### config.mk
export PLATFORM = sky130hd
export DESIGN_NAME = id_pipe
export DESIGN_NICKNAME = d
export VERILOG_FILES = /design/src/rtl/id_pipe.sv
export SDC_FILE = /design/constraint.sdc
export NUM_CORES = 1
export LEC_CHECK = 0
export BUFFER_PORTS_ARGS = -buffer_cell sky130_fd_sc_hd__clkbuf_2
export CORE_ASPECT_RATIO = 0.75
export CORE_MARGIN = 2
export CORE_UTILIZATION = 48
export DETAILED_ROUTE_END_ITERATION = 6
export PLACE_DENSITY = 0.8
export SLEW_MARGIN = 25
export SYNTH_ARGS = -nofsm -noshare
export SYNTH_HDL_FRONTEND = slang
export SYNTH_SLANG_ARGS = --single-unit
### constraint.sdc
create_clock -name clk -period 5 [get_ports clk]
set_clock_uncertainty 0.2 [all_clocks]
set_input_delay 0.25 -clock clk [delete_from_list [all_inputs] [get_ports clk]]
set_output_delay 0.25 -clock clk [all_outputs]
set_load 0.01 [all_outputs]
### src/rtl/id_pipe.sv
// ---------------------------------------------------------------------------
// id_pipe : registered instruction-decode stage of the in-order MIPS pipeline
//
// Sits between IF/ID and EX. Decodes the logic / shift / immediate subset,
// reads the register file combinationally, forwards EX and MEM results,
// detects load-use hazards and holds or flushes its output register under a
// valid/ready handshake.
//
// Ports
//   clk, rst                 clock, asynchronous active-high reset
//   if_valid_i / if_ready_o  upstream handshake (pc_i, inst_i)
//   reg{1,2}_read_o/addr_o   register file read request (combinational)
//   reg{1,2}_data_i          register file read data
//   ex_* / mem_*             result bypass from EX and MEM
//   flush_i                  kill the stage contents
//   ex_ready_i / id_valid_o  downstream handshake
//   aluop_o, alusel_o, reg1_o, reg2_o, wd_o, wreg_o, pc_o, inst_invalid_o
//                            registered decode results
//
// Build option
//   ID_STALL_CNT_EN : adds stall_cnt_o[31:0], a saturating count of the
//                     load-use bubbles inserted into the pipeline.
// ---------------------------------------------------------------------------
module id_pipe #(
  parameter int DATA_W   = 32,
  parameter int PC_W     = 32,
  parameter int REG_AW   = 5,
  parameter int ALUOP_W  = 8,
  parameter int ALUSEL_W = 3
) (
  input  logic                clk,
  input  logic                rst,
  input  logic                if_valid_i,
  output logic                if_ready_o,
  input  logic [PC_W-1:0]     pc_i,
  input  logic [31:0]         inst_i,
  output logic                reg1_read_o,
  output logic                reg2_read_o,
  output logic [REG_AW-1:0]   reg1_addr_o,
  output logic [REG_AW-1:0]   reg2_addr_o,
  input  logic [DATA_W-1:0]   reg1_data_i,
  input  logic [DATA_W-1:0]   reg2_data_i,
  input  logic                ex_wreg_i,
  input  logic [REG_AW-1:0]   ex_wd_i,
  input  logic [DATA_W-1:0]   ex_wdata_i,
  input  logic                ex_is_load_i,
  input  logic                mem_wreg_i,
  input  logic [REG_AW-1:0]   mem_wd_i,
  input  logic [DATA_W-1:0]   mem_wdata_i,
  input  logic                flush_i,
  input  logic                ex_ready_i,
  output logic                id_valid_o,
  output logic [ALUOP_W-1:0]  aluop_o,
  output logic [ALUSEL_W-1:0] alusel_o,
  output logic [DATA_W-1:0]   reg1_o,
  output logic [DATA_W-1:0]   reg2_o,
  output logic [REG_AW-1:0]   wd_o,
  output logic                wreg_o,
  output logic [PC_W-1:0]     pc_o,
  output logic                inst_invalid_o
`ifdef ID_STALL_CNT_EN
  ,
  output logic [31:0]         stall_cnt_o
`endif
);

  // Shared EXE encodings used by the EX stage.
  localparam logic [ALUOP_W-1:0]  EXE_NOP_OP    = ALUOP_W'(8'b0000_0000);
  localparam logic [ALUOP_W-1:0]  EXE_AND_OP    = ALUOP_W'(8'b0010_0100);
  localparam logic [ALUOP_W-1:0]  EXE_OR_OP     = ALUOP_W'(8'b0010_0101);
  localparam logic [ALUOP_W-1:0]  EXE_XOR_OP    = ALUOP_W'(8'b0010_0110);
  localparam logic [ALUOP_W-1:0]  EXE_NOR_OP    = ALUOP_W'(8'b0010_0111);
  localparam logic [ALUOP_W-1:0]  EXE_SLL_OP    = ALUOP_W'(8'b0111_1100);
  localparam logic [ALUOP_W-1:0]  EXE_SRL_OP    = ALUOP_W'(8'b0000_0010);
  localparam logic [ALUOP_W-1:0]  EXE_SRA_OP    = ALUOP_W'(8'b0000_0011);
  localparam logic [ALUSEL_W-1:0] EXE_RES_NOP   = ALUSEL_W'(3'b000);
  localparam logic [ALUSEL_W-1:0] EXE_RES_LOGIC = ALUSEL_W'(3'b001);
  localparam logic [ALUSEL_W-1:0] EXE_RES_SHIFT = ALUSEL_W'(3'b010);

  typedef enum logic [5:0] {
    OP_SPECIAL = 6'b000000,
    OP_ANDI    = 6'b001100,
    OP_ORI     = 6'b001101,
    OP_XORI    = 6'b001110,
    OP_LUI     = 6'b001111
  } opcode_e;

  typedef enum logic [5:0] {
    FN_SLL = 6'b000000,
    FN_SRL = 6'b000010,
    FN_SRA = 6'b000011,
    FN_AND = 6'b100100,
    FN_OR  = 6'b100101,
    FN_XOR = 6'b100110,
    FN_NOR = 6'b100111
  } funct_e;

  // Instruction fields
  logic [5:0]        opcode;
  logic [5:0]        funct;
  logic [REG_AW-1:0] rs_addr;
  logic [REG_AW-1:0] rt_addr;
  logic [REG_AW-1:0] rd_addr;
  logic [4:0]        shamt;
  logic [15:0]       imm16;

  assign opcode  = inst_i[31:26];
  assign rs_addr = REG_AW'(inst_i[25:21]);
  assign rt_addr = REG_AW'(inst_i[20:16]);
  assign rd_addr = REG_AW'(inst_i[15:11]);
  assign shamt   = inst_i[10:6];
  assign funct   = inst_i[5:0];
  assign imm16   = inst_i[15:0];

  // Decode results
  logic [ALUOP_W-1:0]  dec_aluop;
  logic [ALUSEL_W-1:0] dec_alusel;
  logic                dec_wreg;
  logic [REG_AW-1:0]   dec_wd;
  logic                dec_read1;
  logic                dec_read2;
  logic                dec_shift;    // op1 comes from rt (port 2)
  logic [DATA_W-1:0]   dec_imm;
  logic                dec_invalid;

  // NOTE: every signal assigned in an always_comb gets a default first, so
  // no path through the case statements can leave it unassigned (no latch).
  always_comb begin
    dec_aluop   = EXE_NOP_OP;
    dec_alusel  = EXE_RES_NOP;
    dec_wreg    = 1'b0;
    dec_wd      = '0;
    dec_read1   = 1'b0;
    dec_read2   = 1'b0;
    dec_shift   = 1'b0;
    dec_imm     = '0;
    dec_invalid = 1'b0;

    unique case (opcode)
      OP_ORI, OP_ANDI, OP_XORI: begin
        dec_alusel = EXE_RES_LOGIC;
        dec_wreg   = 1'b1;
        dec_wd     = rt_addr;
        dec_read1  = 1'b1;
        dec_imm    = DATA_W'(imm16);
        dec_aluop  = (opcode == OP_ORI)  ? EXE_OR_OP  :
                     (opcode == OP_ANDI) ? EXE_AND_OP : EXE_XOR_OP;
      end
      OP_LUI: begin
        dec_aluop  = EXE_OR_OP;
        dec_alusel = EXE_RES_LOGIC;
        dec_wreg   = 1'b1;
        dec_wd     = rt_addr;
        dec_imm    = DATA_W'({imm16, 16'h0000});
      end
      OP_SPECIAL: begin
        unique case (funct)
          FN_AND, FN_OR, FN_XOR, FN_NOR: begin
            dec_alusel = EXE_RES_LOGIC;
            dec_wreg   = 1'b1;
            dec_wd     = rd_addr;
            dec_read1  = 1'b1;
            dec_read2  = 1'b1;
            dec_aluop  = (funct == FN_AND) ? EXE_AND_OP :
                         (funct == FN_OR)  ? EXE_OR_OP  :
                         (funct == FN_XOR) ? EXE_XOR_OP : EXE_NOR_OP;
          end
          FN_SLL, FN_SRL, FN_SRA: begin
            // The all-zero word (sll $0,$0,0) is the canonical NOP: it keeps
            // the defaults and must not read, stall or write.
            if (inst_i != 32'h0000_0000) begin
              dec_alusel = EXE_RES_SHIFT;
              dec_wreg   = 1'b1;
              dec_wd     = rd_addr;
              dec_read2  = 1'b1;
              dec_shift  = 1'b1;
              dec_imm    = DATA_W'(shamt);
              dec_aluop  = (funct == FN_SLL) ? EXE_SLL_OP :
                           (funct == FN_SRL) ? EXE_SRL_OP : EXE_SRA_OP;
            end
          end
          default: dec_invalid = 1'b1;
        endcase
      end
      default: dec_invalid = 1'b1;
    endcase
  end

  // Register file request; held quiet while in reset.
  assign reg1_read_o = rst ? 1'b0 : dec_read1;
  assign reg2_read_o = rst ? 1'b0 : dec_read2;
  assign reg1_addr_o = rst ? '0 : rs_addr;
  assign reg2_addr_o = rst ? '0 : rt_addr;

  // Bypass priority: $0 -> EX (loads excluded, data not ready) -> MEM -> RF.
  function automatic logic [DATA_W-1:0] fwd_sel(
    input logic [REG_AW-1:0] addr,
    input logic [DATA_W-1:0] rf_data,
    input logic              ex_wreg,
    input logic [REG_AW-1:0] ex_wd,
    input logic              ex_is_load,
    input logic [DATA_W-1:0] ex_wdata,
    input logic              mem_wreg,
    input logic [REG_AW-1:0] mem_wd,
    input logic [DATA_W-1:0] mem_wdata
  );
    if (addr == '0)                                return '0;
    else if (ex_wreg && ex_wd == addr && !ex_is_load) return ex_wdata;
    else if (mem_wreg && mem_wd == addr)           return mem_wdata;
    else                                           return rf_data;
  endfunction

  logic [DATA_W-1:0] fwd1;
  logic [DATA_W-1:0] fwd2;
  logic [DATA_W-1:0] op1_d;
  logic [DATA_W-1:0] op2_d;

  assign fwd1 = fwd_sel(rs_addr, reg1_data_i, ex_wreg_i, ex_wd_i, ex_is_load_i,
                        ex_wdata_i, mem_wreg_i, mem_wd_i, mem_wdata_i);
  assign fwd2 = fwd_sel(rt_addr, reg2_data_i, ex_wreg_i, ex_wd_i, ex_is_load_i,
                        ex_wdata_i, mem_wreg_i, mem_wd_i, mem_wdata_i);

  // Shifts put rt in op1 and the shift amount in op2.
  assign op1_d = dec_shift ? fwd2 : (dec_read1 ? fwd1 : '0);
  assign op2_d = (dec_read2 && !dec_shift) ? fwd2 : dec_imm;

  // Load-use hazard: the loaded value only exists after MEM, so wait.
  logic stall;
  logic advance;

  assign stall = if_valid_i && ex_is_load_i && ex_wreg_i && (ex_wd_i != '0) &&
                 ((dec_read1 && ex_wd_i == rs_addr) ||
                  (dec_read2 && ex_wd_i == rt_addr));

  assign advance    = !id_valid_o || ex_ready_i;
  assign if_ready_o = advance && !stall && !flush_i;

  // Output register
  logic                valid_q;
  logic [ALUOP_W-1:0]  aluop_q;
  logic [ALUSEL_W-1:0] alusel_q;
  logic [DATA_W-1:0]   reg1_q;
  logic [DATA_W-1:0]   reg2_q;
  logic [REG_AW-1:0]   wd_q;
  logic                wreg_q;
  logic [PC_W-1:0]     pc_q;
  logic                invalid_q;

  // NOTE: state registers use non-blocking assignments so every flop samples
  // the pre-edge values regardless of statement order.
  always_ff @(posedge clk or posedge rst) begin
    if (rst) begin
      valid_q   <= 1'b0;
      aluop_q   <= '0;
      alusel_q  <= '0;
      reg1_q    <= '0;
      reg2_q    <= '0;
      wd_q      <= '0;
      wreg_q    <= 1'b0;
      pc_q      <= '0;
      invalid_q <= 1'b0;
    end else if (flush_i) begin
      valid_q <= 1'b0;
      wreg_q  <= 1'b0;
    end else if (advance) begin
      // A stall still advances, but with valid cleared: a bubble.
      valid_q   <= if_valid_i && !stall;
      aluop_q   <= dec_aluop;
      alusel_q  <= dec_alusel;
      reg1_q    <= op1_d;
      reg2_q    <= op2_d;
      wd_q      <= dec_wd;
      wreg_q    <= dec_wreg;
      pc_q      <= pc_i;
      invalid_q <= dec_invalid;
    end
  end

  assign id_valid_o     = valid_q;
  assign aluop_o        = aluop_q;
  assign alusel_o       = alusel_q;
  assign reg1_o         = reg1_q;
  assign reg2_o         = reg2_q;
  assign wd_o           = wd_q;
  assign wreg_o         = wreg_q;
  assign pc_o           = pc_q;
  assign inst_invalid_o = invalid_q;

`ifdef ID_STALL_CNT_EN
  // Counts bubbles actually inserted (edges where the stage advanced).
  logic [31:0] stall_cnt_q;

  always_ff @(posedge clk or posedge rst) begin
    if (rst) begin
      stall_cnt_q <= '0;
    end else if (stall && advance && !flush_i && stall_cnt_q != 32'hFFFF_FFFF) begin
      stall_cnt_q <= stall_cnt_q + 32'd1;
    end
  end

  assign stall_cnt_o = stall_cnt_q;
`endif

endmodule

After elaboration in Yosys (flattened, before gate mapping)

Index checks and enable logic that the tools add are counted.

Bits in registers: 115
Input port bits: 210
Output and inout port bits: 128

Reductions and logical operators: 36
Mux-type cells: 46
Equal/unequal tests: 14
Bitwise logic cells: 1

Operators by type and width:

| cell                                                            | count |
|---|---|
| 32-bit two-way mux                                              | 9 |
| 32-bit one-hot mux with 3 select lines                          | 1 |
| 32-bit nonzero test                                             | 1 |
| 5-bit two-way mux                                               | 5 |
| 6-bit by 4-bit == test with 1-bit output, second input constant | 4 |
| 6-bit == test, second input constant                            | 4 |
| 7-bit one-hot mux with 3 select lines                           | 1 |
| 5-bit == test                                                   | 4 |
| 5-bit one-hot mux with 2 select lines                           | 2 |
| 1-bit logical AND                                               | 16 |
| 1-bit two-way mux                                               | 14 |
| 7-bit two-way mux                                               | 2 |
| 7-bit one-hot mux with 2 select lines                           | 1 |
| 6-bit by 2-bit == test with 1-bit output, second input constant | 2 |
| 6-bit zero test                                                 | 2 |
| 5-bit zero test                                                 | 2 |
| 2-bit two-way mux                                               | 5 |
| 1-bit one-hot mux with 2 select lines                           | 4 |
| 2-bit one-hot mux with 2 select lines                           | 2 |
| 4-bit OR reduction                                              | 2 |
| 7-bit OR reduction                                              | 1 |
| 3-bit OR reduction                                              | 2 |
| 1-bit zero test                                                 | 5 |
| 5-bit nonzero test                                              | 1 |
| 4 further kinds                                                 | 5 |

Depth between registers and ports, before layout

Gate-level depths: netlist of run 1.

Depth in word-level cells: 11
Gate-level depth with buffers: 7
Depth with buffers taken out: 5

Worst setup path after synthesis of run 1

OpenSTA, ideal clock, no wires.

Path kind: register -> register
Start point: reg valid_q (netlist: id_valid_o)
End point: reg reg1_q[28] (netlist: reg1_o[28])
Buffers on the path: 2
Path slack: 3.026 ns
Arrival: 1.687 ns
Cell stages (with the launch flop): 8
Clock period less this slack: 1.974 ns
Cells stage by stage: dfrtp_1 -> nand2b_1 -> nand2b_1 -> clkbuf_1 -> nor4_2 -> buf_1 -> o311ai_0 -> o211ai_1

Word-level cells in the longest chain between the ends: 3

RTL lines:

| element                              | line | text |
|---|---|---|
| start: declaration                   | 239  | `logic valid_q;` |
| start signal: assignment             | 267  | `valid_q <= if_valid_i && !stall;` |
| 1-bit zero test                      | 235  | `assign advance = !id_valid_o \|\| ex_ready_i;` |
| 1-bit logical OR                     | 235  |  |
| 2-bit AND reduction (no source line) | --   |  |
| end signal: assignment               | 270  | `reg1_q <= op1_d;` |
| end: declaration                     | 242  | `logic [DATA_W-1:0] reg1_q;` |

Every way passes these cells.
A chain may end at the register's enable or synchronous reset.

Final worst setup path of run 1

Start point: in inst_i[9]
End point: out if_ready_o

Word-level cells in the longest chain between the ends: 10

RTL lines:

| element                               | line | text |
|---|---|---|
| start: declaration                    | 36   | `input logic [31:0] inst_i,` |
| 32-bit nonzero test                   | 171  | `if (inst_i != 32'h0000_0000) begin` |
| 1-bit two-way mux                     | 171  |  |
| 1-bit one-hot mux with 2 select lines | 157  | `unique case (funct)` |
| 1-bit two-way mux                     | 139  | `unique case (opcode)` |
| 1-bit logical AND                     | 233  | `(dec_read2 && ex_wd_i == rt_addr));` |
| 1-bit logical OR                      | 232  | `((dec_read1 && ex_wd_i == rs_addr) \|\|` |
| 1-bit logical AND                     | 231  | `assign stall = if_valid_i && ex_is_load_i && ex_wreg_i && (ex_wd_i != '0) &&` |
| 1-bit zero test                       | 236  | `assign if_ready_o = advance && !stall && !flush_i;` |
| 1-bit logical AND (2 in series)       | 236  |  |
| end: declaration                      | 34   | `output logic if_ready_o,` |

Every way passes these cells.

==> results of run 1 <==
power groups by stage:
| stage | clock, mW | combinational [mW] | sequential (mW) |
|---|---|---|---|
| 2_1_floorplan | 0 | 0.209 | 1.04 |
| 3_3_place_gp | 0 | 0.490 | 1.01 |
| 3_5_place_dp | 0 | 0.494 | 1.01 |
| 4_1_cts | 0.745 | 0.520 | 0.993 |
| 5_1_grt | 0.774 | 0.574 | 1.00 |
| 6_report | 0.734 | 0.529 | 0.996 |
cell type report:
class	instances	area, um^2	area share
tap	200	250	0.0262
timing repair buffer	386	2150	0.226
sequential	110	2750	0.289
inverter	16	62.6	0.00656
multi-input combinational	659	4020	0.421
clock buffer	9	225	0.0236
clock inverter	7	77.6	0.00813
flip-flops by register name, summed over array words and instances, names as in the netlist:
signal	flops
pc_o	32
reg1_o	32
reg2_o	32
wd_o	5
aluop_o	4
alusel_o	2
id_valid_o	1
inst_invalid_o	1
wreg_o	1
how the worst max path moves through the flow:
stage | startpoint | endpoint | slack, ns | depth (start not counted)
6_report | inst_i[9] | if_ready_o | 1.67 | 8
5_1_grt | inst_i[9] | if_ready_o | 1.50 | 8
4_1_cts | inst_i[9] | if_ready_o | 1.77 | 8
3_5_place_dp | inst_i[28] | reg1_o[13] | 1.89 | 7
3_3_place_gp | inst_i[28] | reg1_o[10] | 1.94 | 7
2_1_floorplan | rst | aluop_o[0] | 1.44 | 2
critical path, cell delays in order:
cell and delay [ns]:
dlygate4sd3_1 0.54, clkbuf_2 0.16, nor4_1 0.41, nand4_1 0.22, o21ai_0 0.56, o221ai_1 0.31
a21oi_1 0.22, clkbuf_2 0.19
cells in the final DEF, fill, tap and decap left out, drive strengths merged, types with 22 or more instances in the layout:
cell type,count
dfrtp,110
o311ai,73
nand2,166
and3,66
o211ai,23
a21boi,42
o21ai,34
dlygate4sd3,38
nand3,22
a31oi,33
nor2,54
clkbuf,344
a211oi,23
nand3b,23
cells by family after synthesis:
logic type	count (synthesis)	share of synthesized area
other	1	0.000525
flip-flops	110	0.385
AND/OR/NAND/NOR	385	0.269
AO/OA/AOI/OAI	252	0.260
buffers and inverters	100	0.0604
XOR/XNOR	20	0.0245
per-layer routing:
layer  vias up  global-route usage  share of wire
li1       3826                   -              -
met3        66              0.0780          0.092
met4         0               0.118          0.030
met1      4045               0.484           0.42
met2       482               0.568           0.46
met5         -                   0              0
repair_timing:
action,4_1_cts,5_1_grt
hold endpoints to repair,41,0
hold buffers,38,0
endpoints found under the setup margin,0,0
==> results.rst, run 1 <==
.. list-table::
   :header-rows: 1

   * - Metric
     - Value
   * - Fraction of final layout cells sized beyond drive strength 1
     - 0.321
   * - Buffers on Ports
     - between 300 and 400
   * - Data arrival, critical path
     - around 2.9 ns
   * - Final setup viols
     - 0
   * - Count of buffers added by post-CTS timing repair for setup
     - 0
   * - Hold Crit Start
     - reg1_data_i[6]
   * - Average size of a mapped cell
     - 8.24 um^2
   * - I/O pin total
     - about 340
   * - Reg2Reg Launch Point
     - id_valid_o
   * - Total congestion overflow
     - 0
   * - NetSw
     - between 700 and 800 uW
   * - Time the worst path needs with I/O delays and setup
     - 3.33 ns
   * - Number of diodes
     - 0
   * - Instance count along the most critical hold path
     - 3
   * - Total number of clock tree sinks
     - 110
   * - Pin slew with the least headroom to its limit
     - around 1.0 ns
   * - Final-report max-slew violation count
     - 0
   * - Power Internal
     - between 1.5 and 2 mW
   * - Synth Flop Type
     - dfrtp_1
   * - Worst slack at placement
     - about 1.9 ns
   * - Worst Setup End Kind
     - output port
   * - Final hold violations
     - 0
   * - Number of warnings issued by yosys
     - 0
   * - Summed negative setup slack over all endpoints
     - 0 ns
   * - Area leader, netlist
     - dfrtp_1
   * - Synthesized flop and latch total
     - 110
   * - Endpoint of the worst-slack reg-to-reg timing path
     - reg1_o[30]
   * - Final-layout worst hold slack
     - roughly 0.009 ns
   * - Routed WL per cell
     - between 20 and 25 um
   * - Number of flops mapped to enable cells by yosys
     - 0
   * - Insertion delay of the later-clocked pin in the worst-skew pair
     - about 0.35 ns
   * - Count of standard-cell rows
     - 38
   * - Area of the mapped netlist
     - between 7000 and 8000 um^2
   * - Number of instances in the synthesized netlist
     - between 800 and 900
   * - DRC viols
     - 0
   * - Highest Clock Rate
     - between 300 and 400 MHz
   * - Setup slack, reg-to-reg
     - 2.32 ns
   * - Power after layout
     - about 2.3 mW
   * - Area of the core region
     - about 15,000 um^2
   * - DRT antenna net count
     - 0
   * - Placed wire-length estimate after detailed placement
     - around 20,000 um
   * - Vias per inst
     - 6.07
   * - Clock edge transition at the registers on the reported setup and hold paths
     - roughly 0.080 ns
   * - Number of clock buffers inserted by TritonCTS
     - 9
   * - Leading cell type by number of instances after synthesis
     - nand2_1
   * - Vias in the first global route
     - approximately 7,800
   * - Total global routing track utilization
     - 0.355
   * - Pin count of the biggest net entering global routing
     - between 100 and 150
   * - Launching element type of the critical path
     - primary input
   * - Number of cells on the worst reg-to-reg path
     - 6
   * - Async set-reset flop share out of synthesis
     - 1.00
   * - Final critical-path setup slack
     - approximately 1.7 ns
   * - Leakage power summed over all cells
     - 4.71 nW
   * - Number of nets in the final layout
     - about 1,400
   * - Width of the die
     - 145 um
   * - Vias post-DR
     - about 8,400
   * - First-pass GRT wire length
     - 43,900 um
   * - Unrepaired setup endpoints after global routing
     - false
   * - Peak VDD IR
     - roughly 170 uV
   * - Vertical extent of the die
     - roughly 110 um
   * - Count of cell types in the netlist
     - 52
   * - Clk Tree Root Cell
     - clkbuf_16
   * - Status
     - finished clean
   * - Area of the die
     - between 15,000 and 20,000 um^2
   * - WL final
     - 29,100 um
   * - Summed area of non-filler cells in the final layout
     - between 9000 and 10,000 um^2
   * - Final RePlAce weighted congestion
     - between 0.9 and 1
   * - Share of the clock period used by the worst path
     - 0.665
   * - Classification of the worst setup path
     - in -> out
   * - Combinational share of power
     - 0.234
   * - End point of the most critical hold path
     - reg1_o[6]
   * - Starting DRC count in detailed routing
     - 798
   * - Drt pass-1 iters
     - 6
   * - Worst relative slew slack
     - 0.331
   * - Cell area power density
     - approximately 240 nW/um^2
   * - Number of antenna violations at the first check in global routing
     - 0
   * - Clock network fraction of design power
     - 0.325
   * - Worst hold path class
     - in -> reg
   * - Switching Share
     - 0.327
   * - Placed cell area
     - ~9000 um^2
   * - Share of the synthesized area in the top cell type
     - 0.385
   * - Number of cells in the finished layout apart from fillers
     - around 1,400
   * - Fillers
     - 1,241
   * - Layout area overhead
     - 33.4%
   * - Proportion of power drawn by flip-flops and latches
     - 0.441
   * - Count of placed standard cells including taps
     - around 1,300
   * - Number of cells upsized or downsized after cts
     - 0
   * - Most frequent cells after synthesis
     - nand2_1 (166), dfrtp_1 (110), and3_1 (66)
   * - CP Max Fanout
     - 4
   * - Utilization after layout
     - 0.658
   * - TritonCTS clock tree
     - yes
   * - Starting Density
     - 0.493
   * - Sequential cell area fraction in the yosys report
     - 0.385
   * - Main area contributors after synthesis
     - dfrtp_1 (39%), nand2_1 (8.7%), and3_1 (5.8%), o311ai_0 (4.7%), o311ai_1 (4.3%)
   * - Maxcap violations
     - 0
   * - Bufs on Longest Clock Path
     - 2
   * - Data required time of the critical path
     - 4.55 ns
   * - Total number of H-tree levels
     - 3
No activity file was read; power rests on OpenSTA's default activity.
==> run 2, diff against run 1 <==
--- a/config.mk
+++ b/config.mk
@@ -5,12 +5,13 @@
 export SDC_FILE = /design/constraint.sdc
 export NUM_CORES = 1
 export LEC_CHECK = 0
+export ABC_AREA = 1
 export BUFFER_PORTS_ARGS = -buffer_cell sky130_fd_sc_hd__clkbuf_2
 export CORE_ASPECT_RATIO = 0.75
 export CORE_MARGIN = 2
-export CORE_UTILIZATION = 48
+export CORE_UTILIZATION = 45
 export DETAILED_ROUTE_END_ITERATION = 6
-export PLACE_DENSITY = 0.8
+export PLACE_DENSITY = 0.77
 export SLEW_MARGIN = 25
 export SYNTH_ARGS = -nofsm -noshare
 export SYNTH_HDL_FRONTEND = slang
==> constraint.sdc (replaced) <==
create_clock -name clk -period 2.8 [get_ports clk]
set_clock_uncertainty 0.2 [all_clocks]
set_input_delay 0.14 -clock clk [delete_from_list [all_inputs] [get_ports clk]]
set_output_delay 0.14 -clock clk [all_outputs]
set_load 0.01 [all_outputs]
==> results.rst, run 2 <==
.. list-table::
   :header-rows: 1

   * - Metric
     - Value
   * - Status
     - finished clean
   * - Number of cells in the finished layout apart from fillers
     - roughly 1,900
   * - Final setup viols
     - 0
   * - Count of placed standard cells including taps
     - around 1,800
   * - Most frequent cells after synthesis
     - nand2_1 (581), nand3_1 (160), dfrtp_1 (110)
   * - Area of the die
     - between 15,000 and 20,000 um^2
   * - Share of the clock period used by the worst path
     - 0.960
   * - Count of cell types in the netlist
     - 31
   * - Final critical-path setup slack
     - ~0.11 ns
   * - Cell area power density
     - roughly 380 nW/um^2
   * - Total number of clock tree sinks
     - 110
   * - I/O pin total
     - approximately 340
   * - Summed negative setup slack over all endpoints
     - 0 ns
   * - Starting Density
     - 0.459
   * - Layout area overhead
     - 34.7%
   * - Power after layout
     - ~4 mW
   * - Clk Tree Root Cell
     - clkbuf_16
   * - Number of diodes
     - 0
   * - Final-report max-slew violation count
     - 0
   * - Worst Setup End Kind
     - output port
   * - Routed WL per cell
     - about 17 um
   * - Pin count of the biggest net entering global routing
     - slightly above 80
   * - Area of the core region
     - approximately 18,000 um^2
   * - Total number of H-tree levels
     - 3
   * - Most common cell after layout, fill and taps aside
     - nand2_1
   * - Synth Flop Type
     - dfrtp_1
   * - CP peak stage delay
     - around 0.55 ns
   * - Number of antenna violations at the first check in global routing
     - 1
   * - Bufs on Longest Clock Path
     - 2
   * - Pin slew with the least headroom to its limit
     - approximately 0.95 ns
   * - Placed wire-length estimate after detailed placement
     - between 20,000 and 25,000 um
   * - Async set-reset flop share out of synthesis
     - 1.00
   * - Insertion delay of the later-clocked pin in the worst-skew pair
     - around 0.35 ns
   * - Total congestion overflow
     - 0
   * - Classification of the worst setup path
     - in -> out
   * - DRT antenna net count
     - 0
   * - Average size of a mapped cell
     - between 6 and 7 um^2
   * - Total global routing track utilization
     - 0.346
   * - Crit path buf inv count
     - 3
   * - Instance count along the most critical hold path
     - 7
   * - Critical-path cell list
     - dlygate4sd3_1, clkbuf_2, nor2_1, nand3_1, nor2_1, nand3_1, nand2_2, nand2_1, nand2_1, nand2_1, a21oi_1, clkbuf_2
   * - Launching element type of the critical path
     - primary input
   * - Met2 Track Usage GR
     - 0.551
   * - Leading cell types in the layout, fill and taps excluded
     - nand2_1 (580), clkbuf_2 (335), nand3_1 (160), dfrtp_1 (110), nand4_1 (100)
   * - Sequential cell area fraction in the yosys report
     - 0.341
   * - Maxcap violations
     - 0
   * - Most frequent CP cell
     - nand2_1
   * - Starting DRC count in detailed routing
     - about 1,100
   * - Number of flops mapped to enable cells by yosys
     - 0
   * - Unrepaired setup endpoints after global routing
     - false
   * - CP top delay family
     - simple AND/OR/NAND/NOR gates
   * - DRC viols
     - 0
   * - Synthesized flop and latch total
     - between 100 and 150
   * - Highest Clock Rate
     - about 370 MHz
   * - WL final
     - 33,300 um
   * - Number of instances in the synthesized netlist
     - 1,318
   * - Time the worst path needs with I/O delays and setup
     - between 2 and 3 ns
   * - Most Crowded Layer GR
     - met2
   * - Stages on the worst setup path
     - 12
   * - Vertical extent of the die
     - 120 um
   * - Buffers on Ports
     - about 340
   * - Number of warnings issued by yosys
     - 0
   * - Placed cell area
     - between 9000 and 10,000 um^2
   * - Width of the die
     - approximately 160 um
   * - Fraction of final layout cells sized beyond drive strength 1
     - 0.245
   * - Worst slack at placement
     - ~0.60 ns
   * - Final-layout worst hold slack
     - about 0.012 ns
   * - Data required time of the critical path
     - between 2 and 2.5 ns
   * - Leading cell type by number of instances after synthesis
     - nand2_1
   * - Vias in the first global route
     - between 9,000 and 10,000
   * - Area leader, netlist
     - dfrtp_1
   * - Count of standard-cell rows
     - 42
   * - First-pass GRT wire length
     - ~50,000 um
   * - Vias post-DR
     - 10,400
   * - Data arrival, critical path
     - between 2 and 2.5 ns
   * - Number of clock buffers inserted by TritonCTS
     - 9
   * - Number of cells on the worst reg-to-reg path
     - 4
   * - Area of the mapped netlist
     - 8080 um^2
   * - Met1 global-route usage
     - 0.459
   * - Worst relative slew slack
     - 0.365
   * - Final RePlAce weighted congestion
     - about 0.99
   * - Final hold violations
     - 0
   * - Share of the synthesized area in the top cell type
     - 0.341
   * - CP Max Fanout
     - 7
   * - Main area contributors after synthesis
     - dfrtp_1 (34%), nand2_1 (27%), nand3_1 (9.9%), nand4_1 (7.7%), inv_1 (4.4%)
   * - Met3 track demand over resource in global routing
     - 0.0780
   * - Number of nets in the final layout
     - approximately 1,900
   * - Summed area of non-filler cells in the final layout
     - approximately 11,000 um^2
   * - Vias per inst
     - around 5.4
   * - Clock edge transition at the registers on the reported setup and hold paths
     - 0.08 ns
   * - Utilization after layout
     - 0.618
   * - Leakage power summed over all cells
     - around 6.3 nW
   * - Peak VDD IR
     - between 200 and 300 uV
   * - Worst hold path class
     - in -> reg
   * - Drt pass-1 iters
     - 7
   * - Slowest stage cell on the critical path
     - dlygate4sd3_1
   * - TritonCTS clock tree
     - yes
[run 2: cell count changes in the layout (fill, tap and decap cells not counted), moves of 33 or more]
cell / delta
nand2_1: +414
nand3_1: +138
o311ai_1: -35
nand4_1: +89
inv_1: +78
and3_1: -66
o311ai_0: -38
a31oi_1: -33
[run 2: timing repair]
action / in CTS / in global routing
endpoints found under the setup margin: 0 / 2
endpoints found under the hold margin: 69 / 0
hold buffers: 70 / 0
gates resized for setup: 0 / 1
setup buffers: 0 / 0
[run 2: layout make-up]
type,instances,area (um^2)
Clock buffer,9,225
Sequential cell,110,2750
Timing Repair Buffer,430,2590
Tap cell,242,303
Multi-Input combinational cell,984,4420
Clock inverter,7,71.3
Inverter,135,513
Fill cell,1650,6730
[run 2: cells by family (layout without fill, tap and decap cells)]
kind of cell	Yosys count	in the layout	synth area share
AOI/OAI and AO/OA	69	69	0.0476
xor gates and xnor gates	8	8	0.00867
buffers and inverters	225	581	0.116
DFF	110	110	0.341
other	1	2	0.000464
and+or+nand+nor	905	905	0.486
[run 2: worst paths after layout]
| path | slack [ns] | startpoint | to |
|---|---|---|---|
| max in group asynchronous | 1.69 | rst | reg1_o[0] |
| min in group asynchronous | 0.02 | rst | reg1_o[9] |
| max | 0.11 | inst_i[0] | if_ready_o |
| min | 0.01 | reg1_data_i[20] | reg1_o[20] |
| min reg2reg | 0.27 | pc_o[30] | pc_o[30] |
| max reg2reg | 0.75 | id_valid_o | reg2_o[22] |
[run 2: where the power goes]
| part | leakage [nW] | internal [mW] | total, mW | switching (mW) |
|---|---|---|---|---|
| Sequential | 1.46 | 1.67 | 1.72 | 0.0511 |
| Combinational | 4.64 | 0.380 | 1.04 | 0.661 |
| Clock | 0.146 | 0.635 | 1.33 | 0.697 |
| Total | 6.25 | 2.68 | 4.09 | 1.41 |
[run 2: worst min-delay path, cell delays in order]
cell and delay [ns]:
clkbuf_2 0.07, nand2_1 0.04, nand3_1 0.08, nand2_1 0.05
nand2_1 0.05, nand2_1 0.04, nand2_1 0.05
[run 2: layer usage]
layer / vias up / part of all wire
li1: 4902 / -
met1: 4736 / 0.41
met2: 659 / 0.45
met3: 95 / 0.11
met4: 0 / 0.037
met5: - / 0
